`src/rtl/led_seq_pkg.sv`:
```
// LED pattern sequencer shared types: FSM state encoding, config validity rules, default target.
// Latency: none (types, constants and a pure function only).
// Backpressure: not applicable.
package led_seq_pkg;

    typedef enum logic [1:0] {
        IDLE  = 2'd0,
        ISSUE = 2'd1,
        WAIT  = 2'd2
    } seq_state_t;

    // A pattern needs at least one word; WAIT must last at least one cycle.
    localparam int unsigned LEN_MIN    = 1;
    localparam int unsigned PERIOD_MIN = 1;

    // Word index of the LED input register in the register block.
    localparam int unsigned DEFAULT_LED_ADDR = 0;

    // A START is only honoured when the requested length fits the RAM and the interval is non-zero.
    function automatic logic cfg_valid(input int unsigned len, input int unsigned period,
                                       input int unsigned depth);
        return (len >= LEN_MIN) && (len <= depth) && (period >= PERIOD_MIN);
    endfunction

endpackage

```
`src/rtl/led_pattern_ram.sv`:
```
// Pattern storage: DEPTH x DATA_WIDTH words, one synchronous write port, one asynchronous read port.
// Latency: write lands on the next CLK edge; read is combinational from the index.
// Backpressure: none; every write is accepted.
module led_pattern_ram #(
    parameter int unsigned  DEPTH      = 8,
    parameter int unsigned  DATA_WIDTH = 32,
    localparam int unsigned IDX_W      = $clog2(DEPTH)
) (
    input  logic                  CLK,
    input  logic                  i_we,
    input  logic [IDX_W-1:0]      i_waddr,
    input  logic [DATA_WIDTH-1:0] i_wdata,
    input  logic [IDX_W-1:0]      i_raddr,
    output logic [DATA_WIDTH-1:0] o_rdata
);

    logic [DATA_WIDTH-1:0] r_mem [DEPTH];

    // Contents are deliberately not reset; software loads the pattern before starting.
    always_ff @(posedge CLK) begin
        if (i_we) begin
            r_mem[i_waddr] <= i_wdata;
        end
    end

    assign o_rdata = r_mem[i_raddr];

endmodule

```
`src/rtl/led_pattern_sequencer.sv`:
```
// Plays a stored pattern into the LED register at a programmable interval and shares the write port with the host.
// Latency: first write the cycle after an accepted START; writes spaced PERIOD+1 cycles apart.
// Backpressure: host writes have strict priority; each host write stalls a pending sequencer write by one cycle.
module led_pattern_sequencer
    import led_seq_pkg::*;
#(
    parameter int unsigned          DATA_WIDTH   = 32,
    parameter int unsigned          ADDR_WIDTH   = 4,
    parameter int unsigned          DEPTH        = 8,
    parameter int unsigned          PERIOD_WIDTH = 16,
    parameter logic [ADDR_WIDTH-1:0] LED_ADDR    = ADDR_WIDTH'(DEFAULT_LED_ADDR),
    localparam int unsigned         IDX_W        = $clog2(DEPTH)
) (
    input  logic                    CLK,
    input  logic                    RESETn,
    input  logic [ADDR_WIDTH-1:0]   H_WADDR,
    input  logic [DATA_WIDTH-1:0]   H_WDATA,
    input  logic                    H_WVALID,
    output logic                    H_WERROR,
    input  logic                    PAT_WE,
    input  logic [IDX_W-1:0]        PAT_WADDR,
    input  logic [DATA_WIDTH-1:0]   PAT_WDATA,
    input  logic                    CFG_START,
    input  logic                    CFG_STOP,
    input  logic                    CFG_LOOP,
    input  logic [IDX_W:0]          CFG_LEN,
    input  logic [PERIOD_WIDTH-1:0] CFG_PERIOD,
    output logic [ADDR_WIDTH-1:0]   WADDR,
    output logic [DATA_WIDTH-1:0]   WDATA,
    output logic                    WVALID,
    input  logic                    WERROR,
    output logic                    BUSY,
    output logic                    DONE,
    output logic                    ERROR,
    output logic [IDX_W-1:0]        STEP
);

    localparam logic [IDX_W:0]        C_LEN_ONE  = (IDX_W+1)'(1);
    localparam logic [IDX_W-1:0]      C_STEP_ONE = IDX_W'(1);
    localparam logic [PERIOD_WIDTH-1:0] C_CNT_ONE = PERIOD_WIDTH'(1);

    seq_state_t              r_state;
    seq_state_t              w_state_nxt;
    logic [IDX_W-1:0]        r_step;
    logic [IDX_W:0]          r_len;
    logic [PERIOD_WIDTH-1:0] r_period;
    logic                    r_loop;
    logic [PERIOD_WIDTH-1:0] r_cnt;

    logic                    w_start_ok;
    logic                    w_seq_wr;
    logic                    w_last;
    logic                    w_cnt_end;
    logic                    w_done;
    logic                    w_error;
    logic [DATA_WIDTH-1:0]   w_pat_rdata;

    led_pattern_ram #(
        .DEPTH      (DEPTH),
        .DATA_WIDTH (DATA_WIDTH)
    ) u_ram (
        .CLK     (CLK),
        .i_we    (PAT_WE),
        .i_waddr (PAT_WADDR),
        .i_wdata (PAT_WDATA),
        .i_raddr (r_step),
        .o_rdata (w_pat_rdata)
    );

    assign w_start_ok = CFG_START && cfg_valid(32'(CFG_LEN), 32'(CFG_PERIOD), DEPTH);
    // The sequencer only owns the port in ISSUE cycles the host leaves free.
    assign w_seq_wr   = (r_state == ISSUE) && !H_WVALID;
    assign w_last     = ({1'b0, r_step} == (r_len - C_LEN_ONE));
    assign w_cnt_end  = (r_cnt == C_CNT_ONE);

    // State register; reset forces IDLE immediately so no write is left driving the port.
    always_ff @(posedge CLK or negedge RESETn) begin
        if (!RESETn) begin
            r_state <= IDLE;
        end else begin
            r_state <= w_state_nxt;
        end
    end

    // Next state plus the one-cycle DONE/ERROR pulses; STOP overrides everything, including pulses.
    always_comb begin
        w_state_nxt = r_state;
        w_done      = 1'b0;
        w_error     = 1'b0;
        case (r_state)
            IDLE: begin
                if (w_start_ok) begin
                    w_state_nxt = ISSUE;
                end
            end
            ISSUE: begin
                if (w_seq_wr) begin
                    if (WERROR) begin
                        w_state_nxt = IDLE;
                        w_error     = 1'b1;
                    end else begin
                        w_state_nxt = WAIT;
                    end
                end
            end
            WAIT: begin
                if (w_cnt_end) begin
                    if (w_last && !r_loop) begin
                        w_state_nxt = IDLE;
                        w_done      = 1'b1;
                    end else begin
                        w_state_nxt = ISSUE;
                    end
                end
            end
            default: w_state_nxt = IDLE;
        endcase
        if (CFG_STOP) begin
            w_state_nxt = IDLE;
            w_done      = 1'b0;
            w_error     = 1'b0;
        end
    end

    // Step index, latched configuration and interval counter; config is only captured from IDLE.
    always_ff @(posedge CLK or negedge RESETn) begin
        if (!RESETn) begin
            r_step   <= '0;
            r_len    <= '0;
            r_period <= '0;
            r_loop   <= 1'b0;
            r_cnt    <= '0;
        end else if (CFG_STOP) begin
            r_step <= '0;
        end else begin
            case (r_state)
                IDLE: begin
                    if (w_start_ok) begin
                        r_len    <= CFG_LEN;
                        r_period <= CFG_PERIOD;
                        r_loop   <= CFG_LOOP;
                        r_step   <= '0;
                    end
                end
                ISSUE: begin
                    if (w_seq_wr && !WERROR) begin
                        r_cnt <= r_period;
                    end
                end
                WAIT: begin
                    r_cnt <= r_cnt - C_CNT_ONE;
                    if (w_cnt_end && !(w_last && !r_loop)) begin
                        r_step <= w_last ? '0 : (r_step + C_STEP_ONE);
                    end
                end
                default: ;
            endcase
        end
    end

    // Write-port mux: host first, then the sequencer's ISSUE write, otherwise an idle (zeroed) port.
    always_comb begin
        WADDR    = '0;
        WDATA    = '0;
        WVALID   = 1'b0;
        H_WERROR = 1'b0;
        if (H_WVALID) begin
            WADDR    = H_WADDR;
            WDATA    = H_WDATA;
            WVALID   = 1'b1;
            H_WERROR = WERROR;
        end else if (r_state == ISSUE) begin
            WADDR  = LED_ADDR;
            WDATA  = w_pat_rdata;
            WVALID = 1'b1;
        end
    end

    // BUSY falls in the very cycle a completion or error pulse is raised.
    assign BUSY  = (r_state != IDLE) && !w_done && !w_error;
    assign DONE  = w_done;
    assign ERROR = w_error;
    assign STEP  = r_step;

endmodule

```
`config.mk`:
```
export PLATFORM = sky130hd
export DESIGN_NAME = led_pattern_sequencer
export DESIGN_NICKNAME = d
export VERILOG_FILES = /design/src/rtl/led_seq_pkg.sv /design/src/rtl/led_pattern_ram.sv /design/src/rtl/led_pattern_sequencer.sv
export SDC_FILE = /design/constraint.sdc
export NUM_CORES = 1
export LEC_CHECK = 0
export BUFFER_PORTS_ARGS = -buffer_cell sky130_fd_sc_hd__clkbuf_2
export CAP_MARGIN = 20
export CORE_UTILIZATION = 35
export CTS_CLUSTER_DIAMETER = 60
export DETAILED_ROUTE_END_ITERATION = 8
export HOLD_SLACK_MARGIN = 0.15
export MAX_ROUTING_LAYER = met4
export PLACE_DENSITY = 0.54
export SYNTH_ARGS = -nofsm -noshare
export SYNTH_HDL_FRONTEND = slang
export SYNTH_SLANG_ARGS = --single-unit
```
`constraint.sdc`:
```
create_clock -name CLK -period 2.8 [get_ports CLK]
set_clock_uncertainty 0.05 [all_clocks]
set_input_delay 0.7 -clock CLK [delete_from_list [all_inputs] [get_ports CLK]]
set_output_delay 0.7 -clock CLK [all_outputs]
set_load 0.01 [all_outputs]
```
[After elaboration in Yosys (flattened, before gate mapping)]
Memory sizes are Yosys's and may differ from the RTL's.
Cells that the tools add are included.
Storage, ports and cells
  register bits after elaboration: 42
  RAM bits: 256
  input port bits: 99
  output and inout bits: 44
  logic and storage cells: 76
  memories kept: 1
Cells by class
  add/subtract/negate cells: 3
  order comparisons: 3
  equal/unequal tests: 9
  multiplexer cells: 30
  bitwise operators: 1
  reductions and logical operators: 23
Memory list
  u_ram.r_mem: words 8, bits a word 32, read ports 1, clocked after Yosys merged registers in 0, wr ports 1, line led_pattern_ram.sv:17  | logic [DATA_WIDTH-1:0] r_mem [DEPTH];
Operator list (number)
  two-way mux 32 bit: 2
  case mux 16 bit (2 select lines): 1
  equality test 16 x 1 -> 1 bit, second input constant: 1
  greater-or-equal comparator 16 x 1 -> 1 bit, second input constant: 1
  two-way mux 16 bit: 1
  subtractor 16 x 1 -> 16 bit, second input constant: 1
  two-way mux 1 bit: 14
  two-way mux 3 bit: 4
  != test 3 bit, second input constant: 4
  AND reduction 3 bit: 4
  two-way mux 2 bit: 5
  logical AND 1 bit: 9
  logical NOT 1 bit: 6
  case mux 2 bit (3 select lines): 1
  case mux 3 bit (2 select lines): 1
  equality test 3 x 4 -> 1 bit: 1
  greater-or-equal comparator 4 x 1 -> 1 bit, second input constant: 1
  less-or-equal comparator 4 bit, second input constant: 1
  two-way mux 4 bit: 1
  nonzero test 2 bit: 2
  subtractor 4 x 1 -> 4 bit, second input constant: 1
  adder 3 x 1 -> 3 bit, second input constant: 1
  nonzero test 3 bit: 1
  equality test 2 x 1 -> 1 bit, second input constant: 1
  other kinds (4): 4

[Depth between registers and ports, before layout]
  depth in word-level cells: 10
  gate-level depth with buffers: 8
  gate-level depth less buffers: 7

[Modules after synthesis]
From an unflattened synthesis, not the netlist that was laid out.
Second synthesis, totals
  cell total of the unflattened synthesis: 660
  area total of the unflattened synthesis: 12464.5 sq um
By module, submodules not included
  led_pattern_ram: times used 1, cells an instance 383, area each 9825.7 sq um, sequential area each 7687.4 sq um
  led_pattern_sequencer: times used 1, cells an instance 277, area each 2638.8 sq um, sequential area each 1051.0 sq um

[Worst setup path after synthesis]
Ideal clock, no wire load.
  path type: input port to flip-flop
  start: input PAT_WADDR[2]
  end: memory u_ram.r_mem[0][0], enable pin
  library setup time: 0.461 ns
  arrival time: 3.086 ns
  required time: 2.289 ns
  path slack: -0.797 ns
  cell stages on the path: 2
  buffers on the path: 0
  cell sequence: nand2b_1 > nor3_1
RTL lines
  start, declared: line led_pattern_sequencer.sv:21  | input logic [IDX_W-1:0] PAT_WADDR,
  end, declared: line led_pattern_ram.sv:17
No word-level cell before the write port.

[Worst setup path after layout]
  start: register r_step[0], in the netlist STEP[0]
  end: output WDATA[2]
On the way
  longest elaborated chain between the ends: 3
RTL lines
  start, declared: line led_pattern_sequencer.sv:44  | logic [IDX_W-1:0] r_step;
  start signal, assigned: line led_pattern_sequencer.sv:153  | r_step <= w_last ? '0 : (r_step + C_STEP_ONE);
  memory (8 x 32 bit)
  two-way mux 32 bit: line led_pattern_sequencer.sv:172  | end else if (r_state == ISSUE) begin
  two-way mux 32 bit: line led_pattern_sequencer.sv:167  | if (H_WVALID) begin
  end, declared: line led_pattern_sequencer.sv:29  | output logic [DATA_WIDTH-1:0] WDATA,
Every way passes these cells.

==> results.toml <==
[status]
outcome = "finished with violations"
violations = "negative setup slack"

[timing]
rsz0062_at_grt = "true"
drv_slew = 0
setup_violations = 34
fin_crit_sh_pct = 108
layout_setup_ws_ps = -236
fin_tns_setup_ps = -5430
tightest_slew_ps = 633
hold_viol_final = 0
fmaxAchievable_mhz = 329
fin_crit_ps = 3040
max_slew_margin_pct = 57.8

[route]
drc = 0
routed_wl_um = 28400
drt_iter0_markers = 431
wl_per_cell_um = 20.4
ant_nets = 0
viasPerCell = 4.98
drtPass1Iterations = 5
dr_total_vias = 6931

[worst_hold_path]
hold_depth = 2
whs_endpoint = "r_period[4]"
hp-class = "input port to register"
min_from = "CFG_PERIOD[4]"

[job]
max-cap-violations = 0

[clocking]
cts_buffer_depth = 3
clockRootBuffer = "clkbuf_16"
numClockSinks = 298
htreeDepth = 2
cts-buffers-inserted = 36
cts_tree = "built"
clk_pin_slew_ps = 60
clock_latency_ps = 520

[grt]
grt_max_degree = 40
grt_pass1_wl_um = 42200
grt.total_usage_pct = 16.3
grt_pass1_vias = 6943
antenna_found_initial = 1
grt_overflow = 0

[logic_synthesis]
ys.flop_type = "edfxtp_1"
synth_warnings = 0
synthArstFlopShare_pct = 14.1
synthTopCellsByArea = "edfxtp_1, mux4_2, dfrtp_1, mux2i_1, mux2_1"
syn-num-nets = 795
netlist_top_cells_count = "edfxtp_1, mux4_2, nand2_1"
synth_most_common_cell = "edfxtp_1"
yosysTopAreaCellShare_pct = 62.4
yosysSeqAreaShare_pct = 71.0
yosys.area.top_type = "edfxtp_1"
synth_edf_count = 256
synth-seq-cells = 298
syn_area_per_cell_um2 = 17.8
synthCells = 692
synth_cell_type_count = 60
syn-cell-area_um2 = 12300

[worst_setup_path]
cp_cell_sequence = "buf_4, buf_16, mux4_2, mux2i_2, o21ai_1, clkbuf_2"
path_buf_inv = 3
cp-start-kind = "register"
r2r-start = "r_len[0]"
cp_top_family = "multiplexers"
reg2regPathDepth = 8
r2r-end = "STEP[1]"
slowest_delay_ps = 510
path_max_fanout = 7
critPathCaptureType = "output pin"
cp_slowest_cell = "mux4_2"
crit_type = "register to output pin"
arrival_ps = 2290
required_ps = 2050
worst-r2r-setup-slack_ps = 570

[placement]
numPortBuffers = 142
dp_hpwl_um = 16100
globalplace.congestion = 0.813
placed_cell_area_um2 = 14000

[floorplanning]
io_pins = 143
rows = 68
die_w_um = 190
start_util_pct = 35.6
coreArea_um2 = 34500
floorplan.die_area_um2 = 35900
die_h_um = 190

[power]
powerDensity_nw_per_um2 = 728
p_leak_nw = 5.44
peakVddDrop_mv = 0.471

[final_layout]
fillCellCount = 3050
layout-drive-gt1-share_pct = 39.7
stdcell_area_um2 = 15700
layout.nets = 1011
area_delta_synth_final_pct = 27.4
==> cell usage in the layout, fill, tap and decap left out, types with 8 or more instances in the layout <==
master / synthesis / routed
edfxtp_1: 256 / 256
clkbuf_2: 0 / 141
mux4_2: 64 / 64
buf_4: 2 / 51
nand2_1: 43 / 43
clkbuf_16: 0 / 39
dfrtp_1: 42 / 38
o21ai_1: 30 / 35
mux2i_1: 33 / 23
mux2_1: 21 / 21
nor2_1: 24 / 18
o21ai_0: 21 / 16
a21oi_1: 16 / 16
buf_12: 0 / 12
clkinv_1: 0 / 8
==> registers in the layout, indices dropped and copies added (netlist names) <==
name         count
r_loop           1
r_state          2
u_ram.r_mem    256
r_cnt           16
r_len            4
r_period        16
STEP             3
==> report_power, final <==
group | switching [W] | internal [W] | total (W)
registers | 0.000281 | 0.00518 | 0.00546
clock network | 0.00182 | 0.00281 | 0.00464
logic | 0.000669 | 0.000660 | 0.00133
==> metal layers <==
| layer | wire length, um | share of wire, % | GRT usage [%] | up-vias |
|---|---|---|---|---|
| met5 | 0 | 0 | - | - |
| met4 | 493 | 1.7 | 4.56 | 0 |
| met2 | 13300 | 47 | 25.2 | 199 |
| li1 | - | - | - | 3219 |
| met3 | 1460 | 5.1 | 3.01 | 39 |
| met1 | 13100 | 46 | 22.1 | 3474 |
==> worst max-delay path by stage <==
stage,depth (start not counted),to,start
6_report,6,WDATA[2],STEP[0]
4_1_cts,7,WDATA[21],STEP[0]
5_1_grt,6,WDATA[15],STEP[0]
3_3_place_gp,8,BUSY,r_len[1]
3_5_place_dp,8,BUSY,r_len[1]
2_1_floorplan,2,u_ram.r_mem[1][0],PAT_WADDR[2]
==> layout make-up <==
cell class                      count  area, um2  share of cell area [%]
Tap cell                          455        569                    3.63
Timing Repair Buffer              216       1570                    9.98
Sequential cell                   298       8750                    55.8
Clock buffer                       44        952                    6.07
Multi-Input combinational cell    347       3570                    22.8
Inverter                            9       33.8                   0.215
Clock inverter                     21        245                    1.56
Antenna cell                        1       2.50                  0.0160
==> cells by family after synthesis <==
logic type                 synth area share (%)
AOI/OAI and AO/OA                          4.97
and+or+nand+nor                            5.27
DFF                                        71.0
muxes                                      16.4
adders and majority gates                 0.406
buffers and inverters                      1.68
xor gates and xnor gates                  0.285
==> what timing repair did <==
item                                   4_1_cts  5_1_grt
setup endpoints to repair                   35       35
pin swaps                                    5        1
setup buffers                               10       12
gates cloned                                 3        3
resized for setup                           23       14
endpoints found under the hold margin       19        0
hold buffers                                 1        0
==> stage by stage <==
stage	std cells	setup slack [ps]	hold WS [ps]	utilization [%]	power (W)
floorplan	692	60.3	354	-	0.00620
global placement	1296	90.7	432	40.4	0.00670
detailed placement	1296	74.8	433	40.4	0.00672
CTS	1375	-297	340	44.8	0.0115
global route	1391	-331	346	45.4	0.0119
finish	1391	-236	361	45.4	0.0114
Power figures use the tool's default switching activity.
